[config.mk]
export PLATFORM = sky130hd
export DESIGN_NAME = aes_round_ctrl
export DESIGN_NICKNAME = d
export VERILOG_FILES = /design/src/rtl/aes_pkg.sv /design/src/rtl/aes_phase_cnt.sv /design/src/rtl/aes_round_ctrl.sv
export SDC_FILE = /design/constraint.sdc
export NUM_CORES = 1
export LEC_CHECK = 0
export BUFFER_PORTS_ARGS = -buffer_cell sky130_fd_sc_hd__buf_4
export CELL_PAD_IN_SITES_DETAIL_PLACEMENT = 1
export CELL_PAD_IN_SITES_GLOBAL_PLACEMENT = 1
export CORE_ASPECT_RATIO = 1.75
export CORE_MARGIN = 2
export CORE_UTILIZATION = 30
export DETAILED_ROUTE_END_ITERATION = 16
export GPL_TIMING_DRIVEN = 0
export HOLD_SLACK_MARGIN = 0.12
export PLACE_DENSITY_LB_ADDON = 0.1
export SYNTH_ARGS = -nofsm -noshare
export SYNTH_HDL_FRONTEND = slang
export SYNTH_SLANG_ARGS = --single-unit
[constraint.sdc]
create_clock -name clk -period 2.3 [get_ports clk]
set_input_delay 0.23 -clock clk [delete_from_list [all_inputs] [get_ports clk]]
set_output_delay 0.23 -clock clk [all_outputs]
set_load 0.005 [all_outputs]
[src/rtl/aes_pkg.sv]
// Shared definitions for the AES round controller: state encoding, round
// constants and the per-state output decode.
package aes_pkg;

    localparam logic [3:0] NUM_ROUNDS = 4'd10;
    localparam logic [3:0] LOAD_RND   = 4'h1;
    localparam logic [3:0] FLUSH_RND  = 4'hB;

    typedef enum logic [1:0] {
        ST_IDLE  = 2'd0,
        ST_LOAD  = 2'd1,
        ST_ROUND = 2'd2,
        ST_FLUSH = 2'd3
    } state_e;

    typedef struct packed {
        logic       accept;
        logic [3:0] rnd;
        logic       sb;
        logic       sr;
        logic       mc;
        logic       ar;
        logic       ks;
        logic       out_valid;
        logic       busy;
    } ctrl_out_t;

    // The last round skips MixColumns; everything else is flat per state.
    function automatic ctrl_out_t decode_outputs(state_e st, logic [3:0] rnd);
        ctrl_out_t o;
        o = '0;
        case (st)
            ST_LOAD: begin
                o.accept = 1'b1;
                o.rnd    = LOAD_RND;
                o.busy   = 1'b1;
            end
            ST_ROUND: begin
                o.rnd  = rnd;
                o.sb   = 1'b1;
                o.sr   = 1'b1;
                o.mc   = (rnd != NUM_ROUNDS);
                o.ar   = 1'b1;
                o.ks   = 1'b1;
                o.busy = 1'b1;
            end
            ST_FLUSH: begin
                o.rnd       = FLUSH_RND;
                o.out_valid = 1'b1;
                o.busy      = 1'b1;
            end
            default: ;
        endcase
        return o;
    endfunction

endpackage

[src/rtl/aes_phase_cnt.sv]
// Modulo-N slot counter with synchronous clear; exposes the current and the
// next count so the parent can register outputs that depend on it.
module aes_phase_cnt #(
    parameter int N = 4,
    parameter int W = 3
) (
    input  logic         clk,
    input  logic         rstn,
    input  logic         clr_i,
    input  logic         en_i,
    output logic [W-1:0] cnt_o,
    output logic [W-1:0] cnt_nxt_o,
    output logic         wrap_o
);

    localparam logic [W-1:0] LAST = W'(N - 1);

    logic [W-1:0] cnt_q, cnt_d;

    // ">=" rather than "==" so a corrupted count still folds back to zero.
    assign wrap_o = (cnt_q >= LAST);

    // NOTE: default assignment first so no path through this block infers a latch.
    always_comb begin
        cnt_d = cnt_q;
        if (clr_i)
            cnt_d = '0;
        else if (en_i)
            cnt_d = wrap_o ? '0 : cnt_q + W'(1);
    end

    // NOTE: non-blocking in clocked blocks so every flop samples pre-edge values.
    always_ff @(posedge clk or negedge rstn) begin
        if (!rstn)
            cnt_q <= '0;
        else
            cnt_q <= cnt_d;
    end

    assign cnt_o     = cnt_q;
    assign cnt_nxt_o = cnt_d;

endmodule

[src/rtl/aes_round_ctrl.sv]
// Round sequencer for an N-way interleaved AES-128 datapath: LOAD, ten
// ROUND steps and FLUSH, each N cycles long, with fully registered outputs.
module aes_round_ctrl
    import aes_pkg::*;
#(
    parameter int N = 4
) (
    input  logic       clk,
    input  logic       rstn,
    input  logic       start,
    input  logic       abort,
    output logic       accept,
    output logic [3:0] rndNo,
    output logic       enbSB,
    output logic       enbSR,
    output logic       enbMC,
    output logic       enbAR,
    output logic       enbKS,
    output logic [2:0] blk_idx,
    output logic       out_valid,
    output logic       busy,
    output logic       done
);

    localparam logic [2:0] LAST_PHASE = 3'(N - 1);

    state_e     state_q, state_d;
    logic [3:0] round_q, round_d;
    logic [2:0] phase_q, phase_d;
    logic       phase_wrap;
    ctrl_out_t  out_q, out_d;
    logic       done_q, done_d;

    aes_phase_cnt #(.N(N), .W(3)) u_phase (
        .clk       (clk),
        .rstn      (rstn),
        .clr_i     (state_d == ST_IDLE),
        .en_i      (state_q != ST_IDLE),
        .cnt_o     (phase_q),
        .cnt_nxt_o (phase_d),
        .wrap_o    (phase_wrap)
    );

    always_comb begin
        state_d = state_q;
        round_d = round_q;
        if (abort) begin
            state_d = ST_IDLE;
            round_d = '0;
        end else begin
            case (state_q)
                ST_IDLE: begin
                    round_d = '0;
                    if (start)
                        state_d = ST_LOAD;
                end
                ST_LOAD: begin
                    if (phase_wrap) begin
                        state_d = ST_ROUND;
                        round_d = 4'd1;
                    end
                end
                ST_ROUND: begin
                    if (phase_wrap) begin
                        if (round_q >= NUM_ROUNDS) begin
                            state_d = ST_FLUSH;
                            round_d = '0;
                        end else begin
                            round_d = round_q + 4'd1;
                        end
                    end
                end
                ST_FLUSH: begin
                    if (phase_wrap)
                        state_d = start ? ST_LOAD : ST_IDLE;
                end
                default: begin
                    state_d = ST_IDLE;
                    round_d = '0;
                end
            endcase
        end
    end

    // Outputs are decoded from the next state so they land in flops.
    always_comb begin
        out_d  = decode_outputs(state_d, round_d);
        done_d = (state_d == ST_FLUSH) && (phase_d == LAST_PHASE);
    end

    always_ff @(posedge clk or negedge rstn) begin
        if (!rstn) begin
            state_q <= ST_IDLE;
            round_q <= '0;
            out_q   <= '0;
            done_q  <= 1'b0;
        end else begin
            state_q <= state_d;
            round_q <= round_d;
            out_q   <= out_d;
            done_q  <= done_d;
        end
    end

    assign accept    = out_q.accept;
    assign rndNo     = out_q.rnd;
    assign enbSB     = out_q.sb;
    assign enbSR     = out_q.sr;
    assign enbMC     = out_q.mc;
    assign enbAR     = out_q.ar;
    assign enbKS     = out_q.ks;
    assign out_valid = out_q.out_valid;
    assign busy      = out_q.busy;
    assign done      = done_q;
    assign blk_idx   = phase_q;

endmodule

**Word level (Yosys, flattened, before mapping)**

Cells that the tools add are included.

- Register bits: 22
- Output and inout bits: 16
- Word-level logic and storage cells: 51

- $add $sub $neg: 2
- Order comparisons: 2
- Eq/ne operators: 8
- Mux-type cells: 21
- Reduce and logical (&&, ||, !) cells: 5

Operators by type and width:

| operator | number |
|---|---|
| one-hot mux 4 bit (3 select lines) | 2 |
| two-way mux 4 bit | 4 |
| two-way mux 2 bit | 6 |
| two-way mux 3 bit | 3 |
| == test 2 bit, second input constant | 4 |
| one-hot mux 2 bit (4 select lines) | 1 |
| two-way mux 5 bit | 1 |
| adder 4 x 1 -> 4 bit, second input constant | 1 |
| == test 2 x 1 -> 1 bit, second input constant | 2 |
| >= comparator 4 bit, second input constant | 1 |
| zero test 2 bit | 2 |
| two-way mux 1 bit | 4 |
| inequality test 4 bit, second input constant | 1 |
| adder 3 x 1 -> 3 bit, second input constant | 1 |
| == test 3 x 2 -> 1 bit, second input constant | 1 |
| >= comparator 3 x 2 -> 1 bit, second input constant | 1 |
| OR reduction 3 bit | 1 |
| nonzero test 2 bit | 1 |
| logical AND 1 bit | 1 |

**Longest topological paths before layout**

- Depth after elaboration: 9
- Gate-level depth with buffers: 8
- Gate-level depth less buffers: 8

**Modules after synthesis**

A second synthesis with hierarchy kept.

- Cells, all modules: 89
- Area total of the unflattened synthesis: 943.4 sq um

Modules (own cells, without submodules):

| module | times used | cells each | area each (sq um) | seq. area each (sq um) |
|---|---|---|---|---|
| aes_round_ctrl | 1 | 77 | 797.0 | 400.4 |
| aes_phase_cnt | 1 | 12 | 146.4 | 75.1 |

**Worst setup path before layout**

OpenSTA, ideal clock, no wires.

- Path type: reg2reg
- Start point: register u_phase.cnt_q[0] (netlist: u_phase.cnt_o[0])
- End point: register out_q, in the netlist enbMC
- Arrival: 1812 ps
- Data required time: 2158 ps
- Path slack: 345 ps
- Cell stages (with the launch flop): 9
- Buffers on the path: 1
- Period minus slack after synthesis: 1955 ps
- Cell sequence: dfrtp_1 ha_1 ha_1 a211oi_2 buf_6 nor2_4 o21a_1 a311oi_2 a41oi_1

RTL lines:

| element | RTL line | RTL |
|---|---|---|
| start: declaration | aes_phase_cnt.sv:18 | `logic [W-1:0] cnt_q, cnt_d;` |
| start signal: assignment | aes_phase_cnt.sv:37 | `cnt_q <= cnt_d;` |
| end signal: assignment | aes_round_ctrl.sv:100 | `out_q <= out_d;` |
| end: declaration | aes_round_ctrl.sv:31 | `ctrl_out_t out_q, out_d;` |

==> metrics.txt <==
status=completed; first-pass GRT wire length=around 4200 microns; Final Instance Area=1290 sq um; Vias/cell=4.88; sequential group share of total power=0.536; initial antenna violation count=0; Pwr per Cell Area=503 nW/um^2; Post-Place Cell Area=1220 sq um; cell repeated most along the worst path=ha_1; Post-synth top flop=dfrtp_1; DRC=0; Longest Clk Path Bufs=2; diode count=0; critical path peak fanout=10; CP Launch Type=flip-flop; Seq cells post-synth=19; EDFF count, synth=0; Area growth syn-to-layout=26.0%; Layout Nets=133; VDD IR-drop max=0.368 mV; sw frac=0.245; FP Rows=28; share of cells above drive strength 1=0.315; grt total ovfl=0; Slew Limit Fails=0; leakage dissipation=roughly 0.61 nW; DRT antenna net count=0; FILL cells=390; most frequent cells in the layout=buf_4 (22), dfrtp_1 (19), nand2_1 (7), nor2_1 (6), inv_1 (5); CP Class=flip-flop to flip-flop; Non-Filler Instances=169; Starting Density=0.308; Final Power=648 uW; Clock Skew=0.00339 ns; Die Width=48.2 microns; data required time at the worst endpoint=2.42 ns; Hold Crit Class=primary input to flip-flop; Pint=490 uW; I/O pin count=20; max frequency=0.460 GHz; GRT Overall Usage=0.154; post-synth design cell area=1020 sq um; mean area per synthesized cell=10.2 sq um; Clk pin slew, worst setup/hold paths=0.07 ns; setup TNS=0 ns; Detailed Routing Iterations Pass 1=2; R2R setup slack=between 0.1 and 0.15 ns; Logic pwr share=0.097; cts bufs inserted=3; NetSw=159 uW; final worst-path setup slack=between 0.1 and 0.15 ns; crit path DAT=roughly 2.3 ns; clock root buffer master=clkbuf_8; Die Y=81.3 microns; Die Area=3910 sq um; HPWL after detailed placement=1950 microns; Routed WL=2520 microns; crit path cell chain=ha_1, ha_1, a211oi_2, buf_6, nor2_4, o21a_1, a311oi_4, a41oi_1; Relative slew margins=0.658; critical path capture point type=flip-flop; Seq/Total Area, Yosys=0.465; post-layout min period=2.17 ns; vias in the first global route=873; Hold Violations, Final=0; clock power share=0.367; commonest non-fill, non-tap cell in the layout=buf_4; CP max stage delay=around 0.45 ns; Worst-Skew Late Latency=0.26 ns; Yosys warning count=0; vias=824; Mapped Nets=108; Yosys cell types=41; # port buffers=19; H-Tree Depth=1; Final setup viols=0; pin count of the biggest net entering global routing=20; asr flop ratio synth=1.00; Inst Count DP=164; Iter 0 DRT Violations=5; Slowest cell on crit path=dfrtp_1; clock sink total=19; CORE AREA=about 3300 sq um; pre-CTS WS=0.0464 ns; CTS tree=yes; Synth Instances=100; final worst-path cycle share=0.945; max-cap violations=0; wire per inst=about 15 microns; RSZ-0062 raised after global routing=no; gpl congestion=0.770; Slew @ Worst Pin=0.511 ns
==> per-layer routing <==
| layer | global-route usage | share of wire | up-vias |
|---|---|---|---|
| met5 | 0 | 0 | - |
| met4 | 0.0568 | 0.016 | 0 |
| met3 | 0.0267 | 0.024 | 5 |
| met2 | 0.272 | 0.59 | 14 |
| met1 | 0.170 | 0.37 | 403 |
| li1 | - | - | 402 |
==> power groups by stage <==
stage	Sequential, mW	Clock [mW]	Combinational (mW)
2_1_floorplan	0.354	0	0.0317
3_3_place_gp	0.354	0	0.0625
3_5_place_dp	0.354	0	0.0634
4_1_cts	0.348	0.250	0.0651
5_1_grt	0.349	0.266	0.0724
6_report	0.348	0.238	0.0628
==> registers in the layout (all words and copies together) (netlist names) <==
name	flops
accept	1
u_phase.cnt_o	3
enbMC	1
busy	1
done	1
round_q	4
rndNo	4
enbAR	1
out_valid	1
state_q	2
==> worst paths after layout <==
check                                      start          endpoint  cells after the start
max in group asynchronous                   rstn             enbMC                      2
worst max register to register  u_phase.cnt_o[0]             enbMC                      8
worst min-delay path                       start              busy                      3
worst max-delay path            u_phase.cnt_o[0]             enbMC                      8
worst min register to register  u_phase.cnt_o[1]  u_phase.cnt_o[1]                      2
min in group asynchronous                   rstn         out_valid                      2
==> worst max-delay path, delay by kind of cell (launching register included) <==
| kind | cells | cell delay (ns) |
|---|---|---|
| buffers and inverters | 1 | 0.21 |
| AO/OA/AOI/OAI | 4 | 0.91 |
| adder cells (fa/ha/maj) | 2 | 0.43 |
| AND/OR/NAND/NOR | 1 | 0.04 |
| flip-flops | 1 | 0.45 |
==> final cells by class <==
cell class	instances	area (sq um)	share of cell area
multi-input combinational	69	483	0.374
sequential	19	475	0.369
timing repair buffer	20	153	0.118
buffer	7	57.6	0.0446
tap	45	56.3	0.0436
clock buffer	3	41.3	0.0320
inverter	5	18.8	0.0145
clock inverter	1	5.00	0.00388
==> stage by stage <==
step | hold WS, ns | util
after floorplan | -0.0656 | -
after CTS | 0.254 | 0.384
final | 0.254 | 0.388
after global routing | 0.283 | 0.388
after detailed placement | 0.124 | 0.367
after global placement | 0.123 | 0.367
==> synthesized netlist by cell type (2+ instances only) <==
cell type | instances | share of area
nand2b_1 | 3 | 0.018
buf_4 | 3 | 0.022
or4_1 | 2 | 0.015
a31oi_1 | 2 | 0.012
inv_1 | 5 | 0.018
nor3_1 | 4 | 0.020
nand3_1 | 4 | 0.020
or2_2 | 2 | 0.012
buf_2 | 2 | 0.0098
o21a_1 | 3 | 0.022
nor2_1 | 6 | 0.022
a21oi_1 | 3 | 0.015
and2_1 | 3 | 0.018
ha_1 | 4 | 0.049
o21ai_1 | 2 | 0.0098
dfrtp_1 | 19 | 0.46
o21ai_0 | 2 | 0.0098
nand2_1 | 7 | 0.026
and3b_1 | 2 | 0.017
==> cell families after synthesis <==
family                     share of synthesized area
DFF                                            0.465
xor gates and xnor gates                     0.00856
buffers and inverters                         0.0746
and+or+nand+nor                                0.219
AOI/OAI and AO/OA                              0.174
adders and majority gates                     0.0599
==> repair_timing <==
item	4_1_cts	5_1_grt
setup endpoints to repair	0	1
resized for setup	0	1
hold endpoints to repair	19	0
buffers inserted	0	0
hold buffers	1	0
(Power assumes the default switching activity.)
